File: src/rtl/spi_master_if.sv
// Stream and SPI-pin bundle for spi_master. The controller takes the
// master modport; a bench or upstream agent takes the slave modport.
interface spi_master_if;
    logic [7:0] tx_data;
    logic       tx_valid;
    logic       tx_last;
    logic       tx_ready;
    logic [7:0] rx_data;
    logic       rx_valid;
    logic       spi_sck;
    logic       spi_csn;
    logic       spi_sdo;
    logic       spi_sdi;

    modport master (
        input  tx_data, tx_valid, tx_last, spi_sdi,
        output tx_ready, rx_data, rx_valid, spi_sck, spi_csn, spi_sdo
    );

    modport slave (
        output tx_data, tx_valid, tx_last, spi_sdi,
        input  tx_ready, rx_data, rx_valid, spi_sck, spi_csn, spi_sdo
    );
endinterface

File: src/rtl/spi_master.sv
// Byte-oriented SPI controller, mode 0, MSB first.
// Bytes arrive on a valid/ready stream, each received byte is returned on a
// one-cycle rx_valid strobe, and tx_last closes the chip-select frame.
//
// state | meaning
// ------+----------------------------------------------------------------
// IDLE  | csn high, waiting for the first byte of a burst
// SHIFT | 8 sck periods in flight, sample on rise, launch on fall
// WAIT  | byte done, burst still open (csn low), waiting for next byte
// HOLD  | last byte done, csn held low for one half-period
// GAP   | csn high for one half-period before a new burst may start
module spi_master #(
    parameter int TICKS_PER_HALF_SCK = 4
) (
    input  logic          clk,
    input  logic          rst_n,
    spi_master_if.master  bus
);

    localparam int HW = $clog2(TICKS_PER_HALF_SCK + 1);
    localparam logic [HW-1:0] HC_TC  = HW'(TICKS_PER_HALF_SCK - 1);
    localparam logic [HW-1:0] HC_ONE = HW'(1);

    typedef enum logic [2:0] {
        IDLE  = 3'd0,
        SHIFT = 3'd1,
        WAIT  = 3'd2,
        HOLD  = 3'd3,
        GAP   = 3'd4
    } state_t;

    state_t        state_q, state_d;
    logic [HW-1:0] hc_q, hc_d;
    logic [3:0]    bit_q, bit_d;
    logic          sck_q, sck_d;
    logic          csn_q, csn_d;
    logic          sdo_q, sdo_d;
    logic          last_q, last_d;
    logic [7:0]    tx_sh_q, tx_sh_d;
    logic [7:0]    rx_sh_q, rx_sh_d;
    logic [7:0]    rx_data_q, rx_data_d;
    logic          rx_valid_q, rx_valid_d;

    logic          ready;
    logic          accept;
    logic          hc_tc;
    logic          byte_done;

    // ready depends only on state, so accept never loops back through tx_valid
    assign accept    = bus.tx_valid && ready;
    assign hc_tc     = (hc_q == HC_TC);
    assign byte_done = (state_q == SHIFT) && hc_tc && sck_q && (bit_q == 4'd7);

    // State register
    always_ff @(posedge clk) begin
        if (!rst_n) begin
            state_q <= IDLE;
        end else begin
            state_q <= state_d;
        end
    end

    // Next-state decode
    always_comb begin
        state_d = state_q;
        case (state_q)
            IDLE, WAIT: begin
                if (accept) state_d = SHIFT;
            end
            SHIFT: begin
                if (byte_done) state_d = last_q ? HOLD : WAIT;
            end
            HOLD: begin
                if (hc_tc) state_d = GAP;
            end
            GAP: begin
                if (hc_tc) state_d = IDLE;
            end
            default: state_d = IDLE;
        endcase
    end

    // Datapath registers: timing counters, pins and shift registers
    always_ff @(posedge clk) begin
        if (!rst_n) begin
            hc_q       <= '0;
            bit_q      <= '0;
            sck_q      <= 1'b0;
            csn_q      <= 1'b1;
            sdo_q      <= 1'b0;
            last_q     <= 1'b0;
            tx_sh_q    <= '0;
            rx_sh_q    <= '0;
            rx_data_q  <= '0;
            rx_valid_q <= 1'b0;
        end else begin
            hc_q       <= hc_d;
            bit_q      <= bit_d;
            sck_q      <= sck_d;
            csn_q      <= csn_d;
            sdo_q      <= sdo_d;
            last_q     <= last_d;
            tx_sh_q    <= tx_sh_d;
            rx_sh_q    <= rx_sh_d;
            rx_data_q  <= rx_data_d;
            rx_valid_q <= rx_valid_d;
        end
    end

    // Datapath next values; the half-period counter paces SHIFT, HOLD and GAP
    always_comb begin
        hc_d       = hc_q;
        bit_d      = bit_q;
        sck_d      = sck_q;
        csn_d      = csn_q;
        sdo_d      = sdo_q;
        last_d     = last_q;
        tx_sh_d    = tx_sh_q;
        rx_sh_d    = rx_sh_q;
        rx_data_d  = rx_data_q;
        rx_valid_d = 1'b0;
        case (state_q)
            IDLE, WAIT: begin
                if (accept) begin
                    csn_d   = 1'b0;
                    sdo_d   = bus.tx_data[7];
                    tx_sh_d = {bus.tx_data[6:0], 1'b0};
                    last_d  = bus.tx_last;
                    bit_d   = '0;
                    hc_d    = '0;
                    sck_d   = 1'b0;
                end
            end
            SHIFT: begin
                if (hc_tc) begin
                    hc_d  = '0;
                    sck_d = ~sck_q;
                    if (!sck_q) begin
                        rx_sh_d = {rx_sh_q[6:0], bus.spi_sdi};
                    end else if (bit_q == 4'd7) begin
                        // all eight rising edges have been sampled by now
                        rx_data_d  = rx_sh_q;
                        rx_valid_d = 1'b1;
                    end else begin
                        bit_d   = bit_q + 4'd1;
                        sdo_d   = tx_sh_q[7];
                        tx_sh_d = {tx_sh_q[6:0], 1'b0};
                    end
                end else begin
                    hc_d = hc_q + HC_ONE;
                end
            end
            HOLD: begin
                if (hc_tc) begin
                    hc_d  = '0;
                    csn_d = 1'b1;
                    sdo_d = 1'b0;
                end else begin
                    hc_d = hc_q + HC_ONE;
                end
            end
            GAP: begin
                if (hc_tc) begin
                    hc_d = '0;
                end else begin
                    hc_d = hc_q + HC_ONE;
                end
            end
            default: begin
                hc_d = '0;
            end
        endcase
    end

    // Outputs: ready from state, pins and receive data straight from registers
    always_comb begin
        ready        = (state_q == IDLE) || (state_q == WAIT);
        bus.tx_ready = ready;
        bus.rx_data  = rx_data_q;
        bus.rx_valid = rx_valid_q;
        bus.spi_sck  = sck_q;
        bus.spi_csn  = csn_q;
        bus.spi_sdo  = sdo_q;
    end

endmodule

File: src/flat_wrapper.sv
// flat-port wrapper written by rule: the top's interface ports become plain ports
module spi_master_flat 
#(
    parameter int TICKS_PER_HALF_SCK = 4
)
  (clk, rst_n, bus_tx_data, bus_tx_valid, bus_tx_last, bus_spi_sdi, bus_tx_ready, bus_rx_data, bus_rx_valid, bus_spi_sck, bus_spi_csn, bus_spi_sdo);
  spi_master_if bus_i ();
  input  logic clk;
  input  logic rst_n;
  input wire logic [$bits(bus_i.tx_data)-1:0] bus_tx_data;
  input wire logic [$bits(bus_i.tx_valid)-1:0] bus_tx_valid;
  input wire logic [$bits(bus_i.tx_last)-1:0] bus_tx_last;
  input wire logic [$bits(bus_i.spi_sdi)-1:0] bus_spi_sdi;
  output wire logic [$bits(bus_i.tx_ready)-1:0] bus_tx_ready;
  output wire logic [$bits(bus_i.rx_data)-1:0] bus_rx_data;
  output wire logic [$bits(bus_i.rx_valid)-1:0] bus_rx_valid;
  output wire logic [$bits(bus_i.spi_sck)-1:0] bus_spi_sck;
  output wire logic [$bits(bus_i.spi_csn)-1:0] bus_spi_csn;
  output wire logic [$bits(bus_i.spi_sdo)-1:0] bus_spi_sdo;
  assign bus_i.tx_data = bus_tx_data;
  assign bus_i.tx_valid = bus_tx_valid;
  assign bus_i.tx_last = bus_tx_last;
  assign bus_i.spi_sdi = bus_spi_sdi;
  assign bus_tx_ready = bus_i.tx_ready;
  assign bus_rx_data = bus_i.rx_data;
  assign bus_rx_valid = bus_i.rx_valid;
  assign bus_spi_sck = bus_i.spi_sck;
  assign bus_spi_csn = bus_i.spi_csn;
  assign bus_spi_sdo = bus_i.spi_sdo;
  spi_master #(.TICKS_PER_HALF_SCK(TICKS_PER_HALF_SCK)) u_core (.clk(clk), .rst_n(rst_n), .bus(bus_i));
endmodule
File: config.mk
export PLATFORM = sky130hd
export DESIGN_NAME = spi_master_flat
export DESIGN_NICKNAME = d
export VERILOG_FILES = /design/src/rtl/spi_master_if.sv /design/src/rtl/spi_master.sv /design/src/flat_wrapper.sv
export SDC_FILE = /design/constraint.sdc
export NUM_CORES = 1
export LEC_CHECK = 0
export CAP_MARGIN = 10
export CORE_MARGIN = 2
export CORE_UTILIZATION = 45
export DETAILED_ROUTE_END_ITERATION = 16
export GPL_TIMING_DRIVEN = 1
export PLACE_DENSITY = 0.71
export SYNTH_ARGS = -nofsm -noshare
export SYNTH_HDL_FRONTEND = slang
export SYNTH_SLANG_ARGS = --single-unit
File: constraint.sdc
create_clock -name clk -period 3.3 [get_ports clk]
set_input_delay 0.495 -clock clk [delete_from_list [all_inputs] [get_ports clk]]
set_output_delay 0.495 -clock clk [all_outputs]
set_load 0.05 [all_outputs]
==> metrics.log, run 1 <==
[metrics] Post-DRT Antenna Nets: 0
[metrics] number of CTS-inserted buffers: 5
[metrics] total via count in the routed design: 1333
[metrics] number of pins exceeding their max-slew limit in the final report: 0
[metrics] Static Leak: 0.730 nW
[metrics] classification of the worst-slack hold path: reg2reg
[metrics] worst ir drop on vdd: 0.248 mV
[metrics] num rows: 21
[metrics] share of the clock period used by the worst path after layout: 77.3%
[metrics] maximum clock path buffer count: 2
[metrics] Clock Power Share: 35.9%
[metrics] switching share of total power: 23.7%
[metrics] area of the die: 0.00416 mm²
[metrics] register area share after synthesis: 46.2%
[metrics] initial antenna violation count: 0
[metrics] Net Count, Synth: 188
[metrics] number of primary I/O pins: 26
[metrics] Max Clock Freq: 392 MHz
[metrics] outcome: completed
[metrics] kind of end point of the critical path: register
[metrics] number of vias per cell after detailed routing: 5.53
[metrics] TritonCTS clock tree: built
[metrics] Synth Cell Area: 0.00165 mm²
[metrics] total overflow reported by the global router: 0
[metrics] total power divided by cell area: 456 mW/mm²
[metrics] number of synthesized register bits: 38
[metrics] via count of the first global-routing pass: 1303
[metrics] Synth async-reset ratio: 0%
[metrics] final HPWL from detailed placement: 2370 µm
[metrics] gpl congestion: 0.813
[metrics] number of max-cap violations: 0
[metrics] startpoint types: register
[metrics] final sum of negative setup slack: 0 ns
[metrics] number of sinks handled by clock tree synthesis: 38
[metrics] non-filler cells in the finished layout: 241
[metrics] placed cell count: 234
[metrics] Comb power frac: 10.8%
[metrics] number of design-rule violations left by the first detailed-router iteration: 67
[metrics] net load switching power: 0.000214 W
[metrics] core footprint: 0.00342 mm²
[metrics] data arrival time at the worst-slack endpoint: 2.83 ns
[metrics] number of distinct library cells after synthesis: 38
[metrics] floorplan die height: 64.5 µm
[metrics] aggregate routed wire length: 3410 µm
[metrics] required time at the endpoint of the critical path: 3.58 ns
[metrics] slew at the pin closest to its max-slew limit: 1.03 ns
[metrics] cell internal power dissipation: 0.000691 W
[metrics] post-CTS sizing: 0
[metrics] cell at the root of the clock tree: clkbuf_4
[metrics] residual DRC count: 0
[metrics] ys flop type: dfxtp_1
[metrics] xor/xnor cell area share of the yosys netlist: 0%
[metrics] instance area at placement: 0.00191 mm²
[metrics] count of nets after finishing: 210
[metrics] count of flip-flops with a built-in enable after synthesis: 0
[metrics] largest driver fanout on the critical path: 15
[metrics] cell count after synthesis: 173
[metrics] largest net degree at the start of global routing: 30
[metrics] final design instance area without fill: 0.00199 mm²
[metrics] share of total power in sequential cells: 53.3%
[metrics] final count of hold timing violations: 0
[metrics] Detailed Routing Iterations Pass 1: 4
[metrics] Clock Pin Slew Worst Setup and Hold Paths: 0.10 ns
[metrics] mean instance size in the synthesized netlist: 9.52 µm²
[metrics] area share of fa/ha/maj cells after synthesis: 1.52%
[metrics] PortBufs: 25
[metrics] Initial Util: 48.2%
[metrics] multiplexer fraction of the synthesized cell area: 14.6%
[metrics] Syn-to-layout area delta: 20.7%
[metrics] H-tree levels: 2
[metrics] number of buffers inserted for hold repair after clock tree synthesis: 0
[metrics] shortest period the worst path allows: 2.55 ns
[metrics] most frequent cells in the layout: dfxtp_1, clkdlybuf4s50_1, nor2_1, mux2i_1, a21oi_1
[metrics] Final setup violation count: 0
[metrics] insertion delay to the later sink of the worst-skew pair: 0.35 ns
[metrics] setup fix buffers added after clock tree synthesis: 0
[metrics] Total Power Consumption: 0.000906 W
[metrics] routed length per placed instance: 14.1 µm
[metrics] most frequent standard cell in the layout excluding fill and tap cells: dfxtp_1
[metrics] largest family of logic cells by synthesized area: simple AND/OR/NAND/NOR gates
[metrics] worst hold slack: 0.484 ns
[metrics] area fraction in compound gates after synthesis: 15.7%
[metrics] area fraction in and, or, nand and nor cells after synthesis: 17.2%
[metrics] critical setup path kind: reg2reg
[metrics] wire length of the first global-routing pass: 5800 µm
[metrics] synth warn: 0
[metrics] fraction of layout cells with a size suffix above 1: 7.69%
[metrics] Antenna Diode Count: 0
[metrics] RSZ-0062 raised after global routing: no
[metrics] worst clock skew: 0.00558 ns
[metrics] overall routing resource usage: 18.0%
[metrics] die span in x: 64.5 µm
[metrics] max_slew headroom: 30.6%
## power by group through the flow
stage          sequential [W]  clock (W)  combinational, W
2_1_floorplan        0.000497          0         0.0000611
3_3_place_gp         0.000492          0         0.0000960
3_5_place_dp         0.000493          0         0.0000980
4_1_cts              0.000483   0.000334         0.0000984
5_1_grt              0.000484   0.000350          0.000108
6_report             0.000482   0.000326         0.0000977
## path summary, 6_finish.rpt
path	slack, ns	cells past startpoint	to	from
worst max-delay path	0.75	4	u_core.tx_sh_q[4]	u_core.state_q[0]
worst min-delay path	0.48	2	u_core.last_q	u_core.last_q
worst max register to register	0.75	4	u_core.tx_sh_q[4]	u_core.state_q[0]
worst min register to register	0.48	2	u_core.last_q	u_core.last_q
## Yosys cell counts, types with 3 or more instances
master | number | share of area (%)
mux2i_1 | 24 | 15
nor3_1 | 4 | 1.2
a31oi_1 | 3 | 1.1
nand3_1 | 3 | 0.91
nand2b_1 | 3 | 1.1
nor3b_1 | 3 | 1.4
a21oi_1 | 14 | 4.3
inv_1 | 4 | 0.91
o31ai_1 | 3 | 1.4
dfxtp_1 | 38 | 46
nor2_1 | 24 | 5.5
buf_2 | 3 | 0.91
nand2_1 | 3 | 0.68
clkbuf_1 | 7 | 1.6
o21ai_0 | 8 | 2.4
## worst max-delay path, cell delays in order (launching register included)
cell     delay, ns
dfxtp_1       0.59
or3b_1        0.61
o31ai_1       0.94
o21ai_0       0.18
a21oi_1       0.16
## area by class of cell
cell class | count | area (µm²)
tap | 46 | 57.6
multi-input combinational | 119 | 807
clock buffer | 6 | 51.3
inverter | 4 | 15.0
sequential | 38 | 761
clock inverter | 1 | 30.0
fill | 316 | 1430
timing repair buffer | 27 | 265
## stage by stage
step | utilization, % | setup slack (ns)
6_report | 58.2 | 0.748
5_1_grt | 58.2 | 0.420
4_1_cts | 58.2 | 0.713
3_5_place_dp | 55.8 | 0.734
3_3_place_gp | 55.8 | 0.924
2_1_floorplan | - | 1.51
## layer usage
layer / part of all wire, % / GRT usage, % / vias up
met5: 0 / 0 / -
met4: 2.2 / 9.31 / 0
met3: 5.3 / 5.21 / 7
met2: 46 / 29.6 / 32
met1: 46 / 21.4 / 632
li1: - / - / 662
## flip-flops by register name (all words and copies together), names as in the netlist
| signal | cells |
|---|---|
| u_core.bit_q | 4 |
| u_core.bus.rx_data | 8 |
| u_core.bus.rx_valid | 1 |
| u_core.bus.spi_csn | 1 |
| u_core.bus.spi_sck | 1 |
| u_core.bus.spi_sdo | 1 |
| u_core.hc_q | 3 |
| u_core.last_q | 1 |
| u_core.rx_sh_q | 8 |
| u_core.state_q | 3 |
| u_core.tx_sh_q | 7 |
## logic make-up after synthesis
family,after synthesis
flops,38
mux,24
fa+ha+maj,2
buf+inv,16
simple gates,54
compound gates,39
Power figures use the tool's default switching activity.
==> inputs of run 2 (changes only) <==
==> constraint.sdc (replaced) <==
create_clock -name clk -period 2.6 [get_ports clk]
set_input_delay 0.39 -clock clk [delete_from_list [all_inputs] [get_ports clk]]
set_output_delay 0.39 -clock clk [all_outputs]
set_load 0.05 [all_outputs]
==> run 2 against run 1 <==
Compared with the run above: via count increased by 0.75%; sequential power rose by 26%; non-clock buffer count grew 6; largest power group unchanged; highest routed layer unchanged; largest cell class unchanged; maximum frequency increased by 19%; register-to-register slack worse by 0.30 ns; clock power fell by 2%.
==> metrics.log, run 2 (synthesis results as in run 1) <==
[metrics] outcome: completed
[metrics] placed cell count: 240 (+2.6%)
[metrics] classification of the worst-slack hold path: reg2reg
[metrics] via count of the first global-routing pass: 1385 (+6.3%)
[metrics] Syn-to-layout area delta: 22.3%
[metrics] Clock Pin Slew Worst Setup and Hold Paths: 0.12 ns (+0.02 ns)
[metrics] non-filler cells in the finished layout: 248 (+2.9%)
[metrics] insertion delay to the later sink of the worst-skew pair: 0.34 ns (about the same)
[metrics] FF-to-FF Start: u_core.state_q[1]
[metrics] worst reg-to-reg path cell count: 4 (unchanged)
[metrics] num rows: 21 (unchanged)
[metrics] routed length per placed instance: 13.2 µm (-6.4%)
[metrics] number of buffers inserted for hold repair after clock tree synthesis: 0 (unchanged)
[metrics] Initial Util: 48.2% (unchanged)
[metrics] final count of hold timing violations: 0 (unchanged)
[metrics] number of design-rule violations left by the first detailed-router iteration: 52 (-22%)
[metrics] critical setup path kind: reg2reg
[metrics] total via count in the routed design: 1343 (+0.75%)
[metrics] Detailed Routing Iterations Pass 1: 4 (unchanged)
[metrics] data arrival time at the worst-slack endpoint: 2.42 ns (-0.41 ns)
[metrics] most frequent cells in the layout: dfxtp_1, clkdlybuf4s50_1, nor2_1, mux2i_1, a21oi_1
[metrics] largest net degree at the start of global routing: 16 (-47%)
[metrics] share of the clock period used by the worst path after layout: 82.6% (+5.3 points)
[metrics] residual DRC count: 0 (unchanged)
[metrics] area of the die: 0.00416 mm² (unchanged)
[metrics] most frequent standard cell in the layout excluding fill and tap cells: dfxtp_1
[metrics] instance area at placement: 0.00195 mm² (+2.4%)
[metrics] number of primary I/O pins: 26 (unchanged)
[metrics] final HPWL from detailed placement: 2330 µm (-1.4%)
[metrics] Reg2Reg Capture Point: u_core.tx_sh_q[7]
[metrics] die span in x: 64.5 µm (unchanged)
[metrics] Antenna Diode Count: 0 (unchanged)
[metrics] Post-DRT Antenna Nets: 0 (unchanged)
[metrics] number of vias per cell after detailed routing: 5.42 (-2.1%)
[metrics] number of sinks handled by clock tree synthesis: 38 (unchanged)
[metrics] number of pins exceeding their max-slew limit in the final report: 0 (unchanged)
[metrics] core footprint: 0.00342 mm² (unchanged)
[metrics] startpoint of the most critical setup path: u_core.state_q[1]
[metrics] total power divided by cell area: 528 mW/mm² (+16%)
[metrics] TritonCTS clock tree: built
[metrics] maximum clock path buffer count: 2 (unchanged)
[metrics] number of max-cap violations: 0 (unchanged)
[metrics] overall routing resource usage: 17.9% (-0.058 points)
[metrics] cell at the root of the clock tree: clkbuf_4
[metrics] count of nets after finishing: 216 (+2.9%)
[metrics] worst clock skew: 0.0115 ns (+0.00592 ns)
[metrics] register-to-register setup slack: 0.45 ns (-0.30 ns)
[metrics] PortBufs: 25 (unchanged)
[metrics] pre-CTS worst setup slack: 0.372 ns (-0.362 ns)
[metrics] max_slew headroom: 27.9% (-2.7 points)
[metrics] wire length of the first global-routing pass: 5940 µm (+2.5%)
[metrics] final sum of negative setup slack: 0 ns (unchanged)
[metrics] number of CTS-inserted buffers: 5 (unchanged)
[metrics] CP max stage delay: 0.91 ns (-0.03 ns)
[metrics] startpoint of the most critical hold path: u_core.tx_sh_q[1]
[metrics] floorplan die height: 64.5 µm (unchanged)
[metrics] series of cell instances along the critical path: or3b_1 > o31ai_1 > o21ai_0 > a21oi_1
[metrics] final setup slack of the worst path: 0.453 ns (-0.295 ns)
[metrics] aggregate routed wire length: 3280 µm (-3.7%)
[metrics] Max Clock Freq: 466 MHz (+19%)
[metrics] required time at the endpoint of the critical path: 2.87 ns (-0.71 ns)
[metrics] gpl congestion: 0.836 (+2.8%)
[metrics] Final setup violation count: 0 (unchanged)
[metrics] endpoint of the worst setup timing path: u_core.tx_sh_q[7]
[metrics] largest driver fanout on the critical path: 12 (-3)
[metrics] total overflow reported by the global router: 0 (unchanged)
[metrics] worst ir drop on vdd: 0.309 mV (+24%)
[metrics] initial antenna violation count: 0 (unchanged)
[metrics] kind of end point of the critical path: register
[metrics] RSZ-0062 raised after global routing: no
[metrics] setup fix buffers added after clock tree synthesis: 0 (unchanged)
[metrics] final design instance area without fill: 0.00201 mm² (+1.4%)
[metrics] slew at the pin closest to its max-slew limit: 1.07 ns (+0.0408 ns)
[metrics] shortest period the worst path allows: 2.15 ns (-0.405 ns)
[metrics] slowest cell on the critical path: o31ai_1
[metrics] startpoint types: register
[metrics] fillers: 318 (+0.63%)
[metrics] fraction of layout cells with a size suffix above 1: 10.9% (+3.2 points)
[metrics] Static Leak: 0.751 nW (+2.7%)
[metrics] post-CTS sizing: 0 (unchanged)
[metrics] H-tree levels: 2 (unchanged)
==> run 2: worst min path at each step <==
| stage | slack, ns | cells after the start | end |
|---|---|---|---|
| floorplan | 0.44 | 2 | u_core.last_q |
| finish | 0.47 | 2 | u_core.tx_sh_q[1] |
| CTS | 0.48 | 2 | u_core.tx_sh_q[1] |
| detailed placement | 0.46 | 2 | u_core.tx_sh_q[1] |
| global route | 0.51 | 2 | u_core.tx_sh_q[1] |
| global placement | 0.46 | 2 | u_core.tx_sh_q[1] |
==> run 2: metrics by stage <==
stage,hold slack (ns),total power [W],utilization (%)
floorplan,0.436,0.000708,-
global placement,0.459,0.000752,57.1
detailed placement,0.460,0.000757,57.1
CTS,0.475,0.00108,59.0
global route,0.510,0.00112,59.0
finish,0.470,0.00106,59.0
==> run 2: area by class of cell <==
class                      count  area [µm²]  area share [%]
multi-input combinational    119         807            40.1
clock inverter                 2        12.5           0.621
sequential                    38         761            37.8
inverter                       4        15.0           0.745
timing repair buffer          33         310            15.4
clock buffer                   6        51.3            2.55
tap                           46        57.6            2.86
==> run 2: per-layer routing <==
| layer | GRT usage [%] | routed length [µm] | vias to the layer above |
|---|---|---|---|
| li1 | - | - | 677 |
| met1 | 22.2 | 1520 | 631 |
| met2 | 31.1 | 1580 | 31 |
| met3 | 3.99 | 154 | 4 |
| met4 | 5.59 | 28 | 0 |
| met5 | 0 | 0 | - |
==> run 2: power by group <==
part,switching (W),leakage [nW],internal [W]
Sequential,0.00000886,0.309,0.000599
Combinational,0.0000761,0.408,0.0000600
Clock,0.000189,0.0343,0.000130
Total,0.000274,0.751,0.000789
==> run 2: worst max-delay path, delay by kind of cell (launching register included) <==
family,cells,cell delay (ns)
compound gates,3,1.24
simple gates,1,0.43
flops,1,0.41
